File: src/rtl/mem_arb_pkg.sv
// Shared types and defaults for the memory port arbiter.
package mem_arb_pkg;

  localparam int unsigned DefAw = 32;
  localparam int unsigned DefDw = 32;

  typedef enum logic [1:0] {
    StIdle,
    StBusy,
    StResp,
    StErr
  } state_e;

  typedef enum logic {
    OwnIf,
    OwnD
  } owner_e;

endpackage

File: src/rtl/rr_arb2.sv
// Two-way round-robin pick between fetch and data requesters.
module rr_arb2 (
  input  logic if_req_i,
  input  logic d_req_i,
  input  logic last_grant_d_i,
  output logic grant_valid_o,
  output logic grant_d_o
);

  always_comb begin
    grant_valid_o = if_req_i | d_req_i;
    // On a tie, the requester that did not win last time goes first.
    if (if_req_i && d_req_i) begin
      grant_d_o = ~last_grant_d_i;
    end else begin
      grant_d_o = d_req_i;
    end
  end

endmodule

File: src/rtl/mem_port_arbiter.sv
// Shares one req/ack memory port between instruction fetch and data access.
// Optional bus timeout enabled by defining MEM_ARB_TIMEOUT_EN.
module mem_port_arbiter
  import mem_arb_pkg::*;
#(
  parameter int unsigned AW             = DefAw,
  parameter int unsigned DW             = DefDw,
  parameter int unsigned TIMEOUT_CYCLES = 255
) (
  input  logic            clk,
  input  logic            rst_n,
  input  logic            if_req,
  input  logic [AW-1:0]   if_addr,
  output logic            if_ack,
  output logic [DW-1:0]   if_rdata,
  input  logic            d_req,
  input  logic            d_we,
  input  logic [AW-1:0]   d_addr,
  input  logic [DW-1:0]   d_wdata,
  input  logic [DW/8-1:0] d_be,
  output logic            d_ack,
  output logic [DW-1:0]   d_rdata,
  output logic            mem_req,
  output logic            mem_we,
  output logic [AW-1:0]   mem_addr,
  output logic [DW-1:0]   mem_wdata,
  output logic [DW/8-1:0] mem_be,
  input  logic            mem_ack,
  input  logic [DW-1:0]   mem_rdata,
  output logic            bus_error
);

  localparam int unsigned BW = DW / 8;

  if (TIMEOUT_CYCLES == 0) begin : g_bad_timeout
    $error("TIMEOUT_CYCLES must be nonzero");
  end

  state_e          state_q, state_d;
  owner_e          owner_q, owner_d;
  owner_e          last_q, last_d;
  logic            mem_req_q, mem_req_d;
  logic            mem_we_q, mem_we_d;
  logic [AW-1:0]   mem_addr_q, mem_addr_d;
  logic [DW-1:0]   mem_wdata_q, mem_wdata_d;
  logic [BW-1:0]   mem_be_q, mem_be_d;
  logic [DW-1:0]   if_rdata_q, if_rdata_d;
  logic [DW-1:0]   d_rdata_q, d_rdata_d;
  logic            if_ack_q, if_ack_d;
  logic            d_ack_q, d_ack_d;
  logic            grant_valid;
  logic            grant_d;

`ifdef MEM_ARB_TIMEOUT_EN
  localparam int unsigned CntW = ($clog2(TIMEOUT_CYCLES + 1) > 8) ?
                                 $clog2(TIMEOUT_CYCLES + 1) : 8;
  localparam logic [CntW-1:0] CntLast = CntW'(TIMEOUT_CYCLES - 1);
  logic [CntW-1:0] cnt_q, cnt_d;
`endif

  rr_arb2 u_rr_arb2 (
    .if_req_i       (if_req),
    .d_req_i        (d_req),
    .last_grant_d_i (last_q == OwnD),
    .grant_valid_o  (grant_valid),
    .grant_d_o      (grant_d)
  );

  always_comb begin
    state_d     = state_q;
    owner_d     = owner_q;
    last_d      = last_q;
    mem_req_d   = mem_req_q;
    mem_we_d    = mem_we_q;
    mem_addr_d  = mem_addr_q;
    mem_wdata_d = mem_wdata_q;
    mem_be_d    = mem_be_q;
    if_rdata_d  = if_rdata_q;
    d_rdata_d   = d_rdata_q;
    if_ack_d    = 1'b0;
    d_ack_d     = 1'b0;
`ifdef MEM_ARB_TIMEOUT_EN
    cnt_d       = cnt_q;
`endif
    unique case (state_q)
      StIdle: begin
        if (grant_valid) begin
          state_d   = StBusy;
          mem_req_d = 1'b1;
          owner_d   = grant_d ? OwnD : OwnIf;
          last_d    = owner_d;
`ifdef MEM_ARB_TIMEOUT_EN
          cnt_d     = '0;
`endif
          if (grant_d) begin
            mem_we_d    = d_we;
            mem_addr_d  = d_addr;
            mem_wdata_d = d_wdata;
            mem_be_d    = d_we ? d_be : '1;
          end else begin
            mem_we_d   = 1'b0;
            mem_addr_d = if_addr;
            mem_be_d   = '1;
          end
        end
      end
      StBusy: begin
        if (mem_ack) begin
          state_d   = StResp;
          mem_req_d = 1'b0;
          if (owner_q == OwnIf) begin
            if_ack_d   = 1'b1;
            if_rdata_d = mem_rdata;
          end else begin
            d_ack_d = 1'b1;
            // Stores complete without touching the load data register.
            if (!mem_we_q) begin
              d_rdata_d = mem_rdata;
            end
          end
        end
`ifdef MEM_ARB_TIMEOUT_EN
        else if (cnt_q == CntLast) begin
          state_d   = StErr;
          mem_req_d = 1'b0;
        end else begin
          cnt_d = cnt_q + 1'b1;
        end
`endif
      end
      StResp: state_d = StIdle;
      StErr:  state_d = StErr;
      default: state_d = StIdle;
    endcase
  end

  always_ff @(posedge clk) begin
    if (!rst_n) begin
      state_q     <= StIdle;
      owner_q     <= OwnIf;
      last_q      <= OwnD;
      mem_req_q   <= 1'b0;
      mem_we_q    <= 1'b0;
      mem_addr_q  <= '0;
      mem_wdata_q <= '0;
      mem_be_q    <= '0;
      if_rdata_q  <= '0;
      d_rdata_q   <= '0;
      if_ack_q    <= 1'b0;
      d_ack_q     <= 1'b0;
    end else begin
      state_q     <= state_d;
      owner_q     <= owner_d;
      last_q      <= last_d;
      mem_req_q   <= mem_req_d;
      mem_we_q    <= mem_we_d;
      mem_addr_q  <= mem_addr_d;
      mem_wdata_q <= mem_wdata_d;
      mem_be_q    <= mem_be_d;
      if_rdata_q  <= if_rdata_d;
      d_rdata_q   <= d_rdata_d;
      if_ack_q    <= if_ack_d;
      d_ack_q     <= d_ack_d;
    end
  end

`ifdef MEM_ARB_TIMEOUT_EN
  always_ff @(posedge clk) begin
    if (!rst_n) begin
      cnt_q <= '0;
    end else begin
      cnt_q <= cnt_d;
    end
  end

  assign bus_error = (state_q == StErr);
`else
  assign bus_error = 1'b0;
`endif

  assign mem_req   = mem_req_q;
  assign mem_we    = mem_we_q;
  assign mem_addr  = mem_addr_q;
  assign mem_wdata = mem_wdata_q;
  assign mem_be    = mem_be_q;
  assign if_rdata  = if_rdata_q;
  assign d_rdata   = d_rdata_q;
  assign if_ack    = if_ack_q;
  assign d_ack     = d_ack_q;

endmodule

File: config.mk
export PLATFORM = sky130hd
export DESIGN_NAME = mem_port_arbiter
export DESIGN_NICKNAME = d
export VERILOG_FILES = /design/src/rtl/mem_arb_pkg.sv /design/src/rtl/rr_arb2.sv /design/src/rtl/mem_port_arbiter.sv
export SDC_FILE = /design/constraint.sdc
export NUM_CORES = 1
export LEC_CHECK = 0
export CAP_MARGIN = 0
export CORE_ASPECT_RATIO = 2
export CORE_MARGIN = 2
export CORE_UTILIZATION = 37
export DETAILED_ROUTE_END_ITERATION = 12
export HOLD_SLACK_MARGIN = 0.12
export MAX_ROUTING_LAYER = met4
export PLACE_DENSITY = 0.75
export SETUP_SLACK_MARGIN = 0.4
export SYNTH_ARGS = -nofsm -noshare
export SYNTH_HDL_FRONTEND = slang
export SYNTH_SLANG_ARGS = --single-unit
File: constraint.sdc
create_clock -name clk -period 3.85 [get_ports clk]
set_clock_uncertainty 0.1 [all_clocks]
set_input_delay 0.77 -clock clk [delete_from_list [all_inputs] [get_ports clk]]
set_output_delay 0.77 -clock clk [all_outputs]
set_load 0.02 [all_outputs]
Yosys cells after proc, flatten, opt, wreduce, memory -nomap -nowiden
Cells that the tools add are included.
W data, S select, Z words.
{"block": "word_totals", "latch_bits": 0, "memories": 0, "regBits": 140, "mem_bits_ro": 0, "out_inout_bits": 137, "ram_bits": 0, "word_cells": 45, "inputBits": 138}
{"block": "classes", "n_eq_ne": 5, "n_reduce_logical": 10, "n_lt_le_gt_ge": 0, "bitwise_logic": 4, "n_mux": 14, "n_shift": 0, "div_mod_pow": 0, "multipliers": 0, "addsub": 0}
{"op": "$mux W32", "count": 1}
{"op": "$reduce_and A3 Y1", "count": 4}
{"op": "$mux W4", "count": 2}
{"op": "$pmux W2 S4", "count": 1}
{"op": "$mux W1", "count": 7}
{"op": "$eq A2 B2 Y1 const B", "count": 2}
{"op": "$mux W2", "count": 2}
{"op": "$ne A2 B2 Y1 const B", "count": 2}
{"op": "$reduce_and A2 Y1", "count": 2}
{"op": "$reduce_and A4 Y1", "count": 1}
{"op": "$not A1 Y1", "count": 3}
{"op": "$eq A2 B1 Y1 const B", "count": 1}
{"op": "$logic_not A2 Y1", "count": 1}
{"op": "$pmux W1 S2", "count": 1}
{"op": "$reduce_bool A2 Y1", "count": 1}
{"op": "$logic_and A1 B1 Y1", "count": 1}
{"op": "$or A1 B1 Y1", "count": 1}

Longest topological paths before layout
Gate-level depths: netlist (run 1).
{"block": "depth", "ltp_word": 3, "depth_mapped": 8, "depth_no_buf": 5}

Modules after synthesis
A second synthesis (run 1) with hierarchy kept.
{"block": "unflattened", "cells_unflattened": 590, "area_unflattened_um2": 5311.3}
{"mod": "mem_port_arbiter", "area_per_inst_um2": 5297.6, "seq_area_each_um2": 2802.7, "instances": 1, "cells_per_inst": 588}
{"mod": "rr_arb2", "area_per_inst_um2": 13.8, "seq_area_each_um2": 0.0, "instances": 1, "cells_per_inst": 2}

Least setup slack after synthesis (run 1)
OpenSTA, ideal clock, no wires.
{"block": "synth_timing", "kind": "input to register", "from": "in mem_ack", "to": "reg d_rdata_q[10] (netlist: d_rdata[10])", "setup_ns": 0.128, "path_buffers": 1, "required_time_ns": 3.622, "arrival_time_ns": 1.437, "cell_stages": 4, "slack_ns": 2.185, "path_cell_list": "nand4b_1 > clkbuf_1 > nand3_1 > o21ai_0"}
{"block": "synth_via", "elab_chain_cells": 1}
{"item": "from (decl)", "line": "mem_port_arbiter.sv:28", "rtl": "input logic mem_ack,"}
{"item": "$reduce_and A4 Y1 (no source line)"}
{"item": "to (signal assigned)", "line": "mem_port_arbiter.sv:161", "rtl": "d_rdata_q <= d_rdata_d;"}
{"item": "to (decl)", "line": "mem_port_arbiter.sv:48", "rtl": "logic [DW-1:0] d_rdata_q, d_rdata_d;"}
Every way passes these cells.
A chain may end at the register's enable or synchronous reset.

Final worst setup path (run 1)
{"block": "layout_timing", "from": "in if_req", "to": "reg mem_addr_q[21] (netlist: mem_addr[21])"}
{"block": "layout_via", "elab_chain_cells": 3, "word_cells_on_any_way": 5, "cone_classes": "mux: 2; bitwise: 1; reduce/logical: 2"}
{"item": "from (decl)", "line": "mem_port_arbiter.sv:12", "rtl": "input logic if_req,"}
{"item": "$logic_and A1 B1 Y1", "line": "rr_arb2.sv:13", "rtl": "if (if_req_i && d_req_i) begin"}
{"item": "$mux W1", "line": "rr_arb2.sv:13"}
{"item": "$mux W32", "line": "mem_port_arbiter.sv:95", "rtl": "if (grant_d) begin"}
{"item": "to (signal assigned)", "line": "mem_port_arbiter.sv:157", "rtl": "mem_addr_q <= mem_addr_d;"}
{"item": "to (decl)", "line": "mem_port_arbiter.sv:44", "rtl": "logic [AW-1:0] mem_addr_q, mem_addr_d;"}
Parallel ways exist; a longest one is shown, timed or not.

==> run summary, run 1 <==
### Outcome
• run status: complete, no violations

### Critical path
• standard cell with the maximum stage delay on the critical path: o21ai_2
• cell type group with the largest total delay on the critical path: compound AO/OA/AOI/OAI gates
• setup slack of the worst register-to-register path: 2.01 ns
• cell mode on critical path: a21oi_1
• highest net fanout along the worst path: 18
• cells along the critical path: clkdlybuf4s50_1, o21ai_2, buf_4, a21oi_1, a21oi_1
• biggest cell delay along the critical path: 0.66 ns
• type of the setup path with the least slack: primary input to flop
• Worst Path Required: 4.08 ns
• Worst Path Arrival: 2.58 ns
• worst reg2reg startpoint: state_q[0]
• Critical Path Start Type: primary input
• buffers plus inverters on the worst setup path: 2
• timing startpoint of the critical path: if_req
• kind of end point of the critical path: flop

### Timing
• tightest slew margin relative to the limit: 0.480
• final setup fails: 0
• RSZ-0062 raised after global routing: no
• PnR worst setup slack: 1.51 ns
• hold violation count in the final report: 0
• minimum clock period after layout: 2.34 ns
• fmax: 0.427 GHz
• Slew Viols, Final: 0
• worst-margin pin slew: 0.780 ns
• share of the clock period used by the worst path after layout: 0.608
• Post-Route Setup TNS: 0 ns

### Power and ir drop
• power density over cell area: 606 nW/um2
• Flop pwr share: 0.346
• part of the power in combinational logic: 0.332
• Switch Pwr: 1770 uW
• design internal power: 3600 uW
• power consumption: 5370 uW
• Static Leak: 0.00348 uW
• maximum ir drop on the vdd rail: 0.345 mV
• part of the total power dissipated in the clock network: 0.322
• switching share of power: 0.330

### CTS
• CTS tree: done
• CTS H-tree depth: 4
• clock tree root driver cell: clkbuf_16
• number of buffers on the longest clock path: 2
• number of cells upsized or downsized after cts: 0
• Skew-Pair Late Insertion Delay: 0.40 ns
• total number of clock tree sinks: 140
• clock transition at the registers of the reported paths: 0.07 ns
• number of buffers added by the clock tree synthesis step: 17
• setup fix buffers added after clock tree synthesis: 0
• # hold bufs at CTS: 0

### Logic synthesis
• cell with the most instances after synthesis: nand2_1
• Primary FF master, synth: dfxtp_1
• cell accounting for the most synthesized area: dfxtp_1
• top post-synthesis cells by area: dfxtp_1, nand2_1, a21oi_1
• Net Count, Synth: 789
• post-synthesis instance area: 5420 um2
• share of synthesized area occupied by flip-flops and latches: 0.517
• proportion of register bits with asynchronous set or reset after synthesis: 0
• gate count after technology mapping: 648
• Yosys warnings: 0
• Avg Synthesized Cell Area: 8.36 um2
• Cell variety after synth: 32
• EDFF count, synth: 0
• Yosys top cell area share: 0.517
• Synth Register Bits: 140
• most instantiated cells after synthesis: nand2_1, dfxtp_1, a21oi_1, o21ai_0, nand3_1

### Global routing
• total track usage: 0.224
• pin count of the biggest net entering global routing: 76
• via count of the first global-routing pass: 5134
• wire length of the first global-routing pass: 26200 um
• global route total overflow: 0
• number of antenna violations at the first check in global routing: 1

### Finish
• utilization after layout: 0.618
• synthesis-to-layout area growth: 63.5%
• number of standard cells in the final layout excluding fillers: 1102
• proportion of layout cells with a drive suffix above 1: 0.0561
• Layout Nets: 1037
• fill cell total of the finished layout: 1265

### Hold path
• hold path start: mem_wdata[5]
• worst hold-check path type: flop to flop

### Floorplan
• initial standard-cell utilization of the core: 0.378
• count of boundary I/O pins: 275
• die height: 175 um
• Die Span X: 89.6 um
• Site Rows: 62
• Placeable Area: 14400 um2
• area of the die: 15700 um2

### Detailed routing
• Wirelength per Cell: 15.4 um
• number of DRC markers after the initial detailed-route iteration: 212
• total via count in the routed design: 5269
• count of nets left with antenna violations after detail routing: 0
• drc violations: 0
• drt via density: 4.78
• final routed wirelength across all metal layers: 17000 um
• detailed-routing iteration count for the pre-antenna-repair pass: 6

### Placed design
• HPWL after detailed placement: 12200 um
• placed cells: 1069
• final weighted congestion in routability-driven placement: 0.920
• number of I/O port buffers: 273
• Setup Slack @ Placement: 1.11 ns

### Flow run
• Max Cap Viol: 0

## worst min-delay path: cells and delay by family (launching register included)
kind | cells | cell delay [ns]
DFF | 1 | 0.30
and+or+nand+nor | 1 | 0.05
muxes | 1 | 0.05
## placed cells by master, fill, tap and decap left out, drive strengths merged, types with 2 or more instances in the layout
master and count:
clkbuf 19, nor2 2, a21oi 65, o21ai 66, nand2 199, clkdlybuf4s50 272, o21a 2, o221a 5
clkinv 5, nand3 34, bufinv 3, dfxtp 140, ha 3, buf 10, inv 7, a21boi 35
mux2i 32
## state kept, by name, summed over array words and instances (netlist names)
signal and cells:
d_rdata 32, owner_q 1, state_q 2, d_ack 1
mem_wdata 32, if_ack 1, mem_be 4, mem_req 1
last_q 1, mem_we 1, mem_addr 32, if_rdata 32
## layout make-up
cell class / instances / area [um2] / share of cell area
repair buffers: 282 / 2810 / 0.317
diodes: 1 / 2.50 / 0.000282
clock inverters: 13 / 178 / 0.0200
clock buffers: 19 / 453 / 0.0511
flip-flops and latches: 140 / 2800 / 0.316
well taps: 192 / 240 / 0.0271
multi-input cells: 453 / 2370 / 0.267
inverters: 2 / 7.51 / 0.000847
## layer usage
layer / up-vias / global-route usage / routed length [um]
met4: 0 / 0.122 / 818
met5: - / - / 0
met1: 2368 / 0.235 / 6390
met2: 190 / 0.377 / 8990
li1: 2673 / - / -
met3: 38 / 0.0458 / 803
## cell families after synthesis
group                    Yosys count  share of synthesized area
flip-flops                       140                      0.517
adder cells (fa/ha/maj)            3                    0.00693
buffers and inverters             55                     0.0459
other                              1                   0.000692
multiplexers                      32                     0.0591
AO/OA/AOI/OAI                    175                      0.189
AND/OR/NAND/NOR                  242                      0.181
## power groups by stage
stage	logic, uW	registers, uW	clock network (uW)
finish	1780	1860	1730
global route	1930	1890	1830
CTS	1800	1860	1770
detailed placement	1800	1890	0
global placement	1780	1880	0
floorplan	672	2180	0
## worst paths after layout
kind                                endpoint  cells past startpoint
worst max-delay path            mem_addr[21]                      5
worst min-delay path            mem_wdata[5]                      2
worst max register to register  mem_addr[21]                      6
worst min register to register  mem_wdata[5]                      2
## metrics by stage
stage,area [um2],hold slack (ns)
global placement,8230,0.343
floorplan,5420,0.339
detailed placement,8230,0.352
global route,8860,0.379
CTS,8860,0.360
finish,8860,0.357
Power figures use the tool's default switching activity.
==> inputs of run 2 (changes only) <==
- clock period: 3.85 -> 2.25 ns (I/O delays scaled with it)
==> run summary, run 2 (synthesis results as in run 1) <==
### Outcome
• run status: complete, no violations

### Critical path
• worst reg2reg path endpoint: mem_wdata[3]
• biggest cell delay along the critical path: 0.58 ns
• worst r2r path cells: 4
• kind of end point of the critical path: flop
• cell type group with the largest total delay on the critical path: buffers and inverters
• type of the setup path with the least slack: primary input to flop
• Worst Path Required: 2.42 ns
• worst reg2reg startpoint: state_q[0]
• cells along the critical path: clkdlybuf4s50_1, a21boi_4, nand2_4, mux2i_1
• setup slack of the worst register-to-register path: 0.56 ns
• Critical Path Start Type: primary input
• highest net fanout along the worst path: 34
• Worst Path Arrival: 1.89 ns
• standard cell with the maximum stage delay on the critical path: clkdlybuf4s50_1
• timing startpoint of the critical path: d_req
• buffers plus inverters on the worst setup path: 1

### Floorplan
• count of boundary I/O pins: 275
• Site Rows: 62
• initial standard-cell utilization of the core: 0.378
• die height: 175 um
• area of the die: 15700 um2
• Placeable Area: 14400 um2
• Die Span X: 89.6 um

### Timing
• Post-Route Setup TNS: 0 ns
• tightest hold margin: 0.356 ns
• minimum clock period after layout: 1.71 ns
• RSZ-0062 raised after global routing: no
• share of the clock period used by the worst path after layout: 0.762
• final setup fails: 0
• PnR worst setup slack: 0.536 ns
• fmax: 0.583 GHz
• tightest slew margin relative to the limit: 0.599
• worst-margin pin slew: 0.601 ns
• Slew Viols, Final: 0
• hold violation count in the final report: 0

### Placed design
• number of I/O port buffers: 273
• Setup Slack @ Placement: 0.0661 ns
• cell area reported after detailed placement: 8340 um2
• final weighted congestion in routability-driven placement: 0.870
• HPWL after detailed placement: 12200 um
• placed cells: 1075

### Global routing
• number of antenna violations at the first check in global routing: 0
• via count of the first global-routing pass: 5065
• global route total overflow: 0
• pin count of the biggest net entering global routing: 57
• total track usage: 0.221
• wire length of the first global-routing pass: 25700 um

### Detailed routing
• drt via density: 4.81
• total via count in the routed design: 5325
• drc violations: 0
• Wirelength per Cell: 15.2 um
• detailed-routing iteration count for the pre-antenna-repair pass: 4
• count of nets left with antenna violations after detail routing: 0
• final routed wirelength across all metal layers: 16800 um
• number of DRC markers after the initial detailed-route iteration: 183

### CTS
• total number of clock tree sinks: 140
• Skew-Pair Late Insertion Delay: 0.41 ns
• # hold bufs at CTS: 0
• number of buffers added by the clock tree synthesis step: 17
• CTS H-tree depth: 4
• clock tree root driver cell: clkbuf_16
• CTS tree: done
• clock transition at the registers of the reported paths: 0.06 ns
• number of buffers on the longest clock path: 2

### Hold path
• hold path start: mem_wdata[22]
• worst hold-check path type: flop to flop
• worst-case hold path end point: mem_wdata[22]
• cell count of the worst hold path: 2

### Finish
• proportion of layout cells with a drive suffix above 1: 0.0623
• finished layout cell area: 8800 um2
• antenna cells: 0
• fill cell total of the finished layout: 1318
• Layout Nets: 1043
• number of standard cells in the final layout excluding fillers: 1107
• most frequent cells in the layout: nand2_1, dfxtp_1, clkdlybuf4s50_1, dlygate4sd2_1
• commonest non-fill, non-tap cell in the layout: nand2_1
• synthesis-to-layout area growth: 62.3%

### Power and ir drop
• maximum ir drop on the vdd rail: 0.592 mV
• Static Leak: 0.00409 uW
• power density over cell area: 1020 nW/um2

### Flow run
• Max Cap Viol: 0

run 2: power breakdown:
part           leakage (uW)  internal, uW  switching (uW)  total [uW]
Clock              0.000299          1810            1150        2960
Sequential          0.00114          2940             224        3160
Combinational       0.00265          1170            1680        2850
run 2: how the worst max path moves through the flow:
stage / slack (ns) / end / depth (start not counted)
4_1_cts: 0.47 / mem_addr[29] / 6
3_5_place_dp: 0.07 / mem_addr[15] / 4
6_report: 0.54 / mem_wdata[3] / 4
2_1_floorplan: 0.71 / state_q[0] / 6
5_1_grt: 0.44 / d_rdata[23] / 6
3_3_place_gp: 0.13 / mem_addr[15] / 4
run 2: worst min-delay path, stage by stage (launching register included):
cell,delay (ns)
dfxtp_1,0.31
nand2_1,0.05
mux2i_1,0.05
run 2: area by class of cell:
class                   instances  area (um2)  area share
clock inverters                13         180      0.0205
well taps                     192         240      0.0273
multi-input cells             453        2380       0.270
flip-flops and latches        140        2800       0.319
inverters                       2        7.51    0.000853
repair buffers                288        2750       0.312
clock buffers                  19         443      0.0503
run 2: layer usage:
layer / vias up / wire [um] / GRT usage
met2: 199 / 9030 / 0.377
met4: 0 / 662 / 0.111
met1: 2402 / 6210 / 0.230
met3: 44 / 943 / 0.0482
met5: - / 0 / -
li1: 2680 / - / -
run 2: per-stage QoR:
stage | utilization | power, uW
2_1_floorplan | - | 4880
3_3_place_gp | 0.581 | 6350
3_5_place_dp | 0.581 | 6380
4_1_cts | 0.612 | 9060
5_1_grt | 0.613 | 9420
6_report | 0.613 | 8970
run 2: repair_timing:
| action | 4_1_cts | 5_1_grt |
|---|---|---|
| buffers inserted | 0 | 0 |
| gates cloned | 0 | 0 |
| resized for setup | 136 | 2 |
| endpoints found under the setup margin | 136 | 11 |
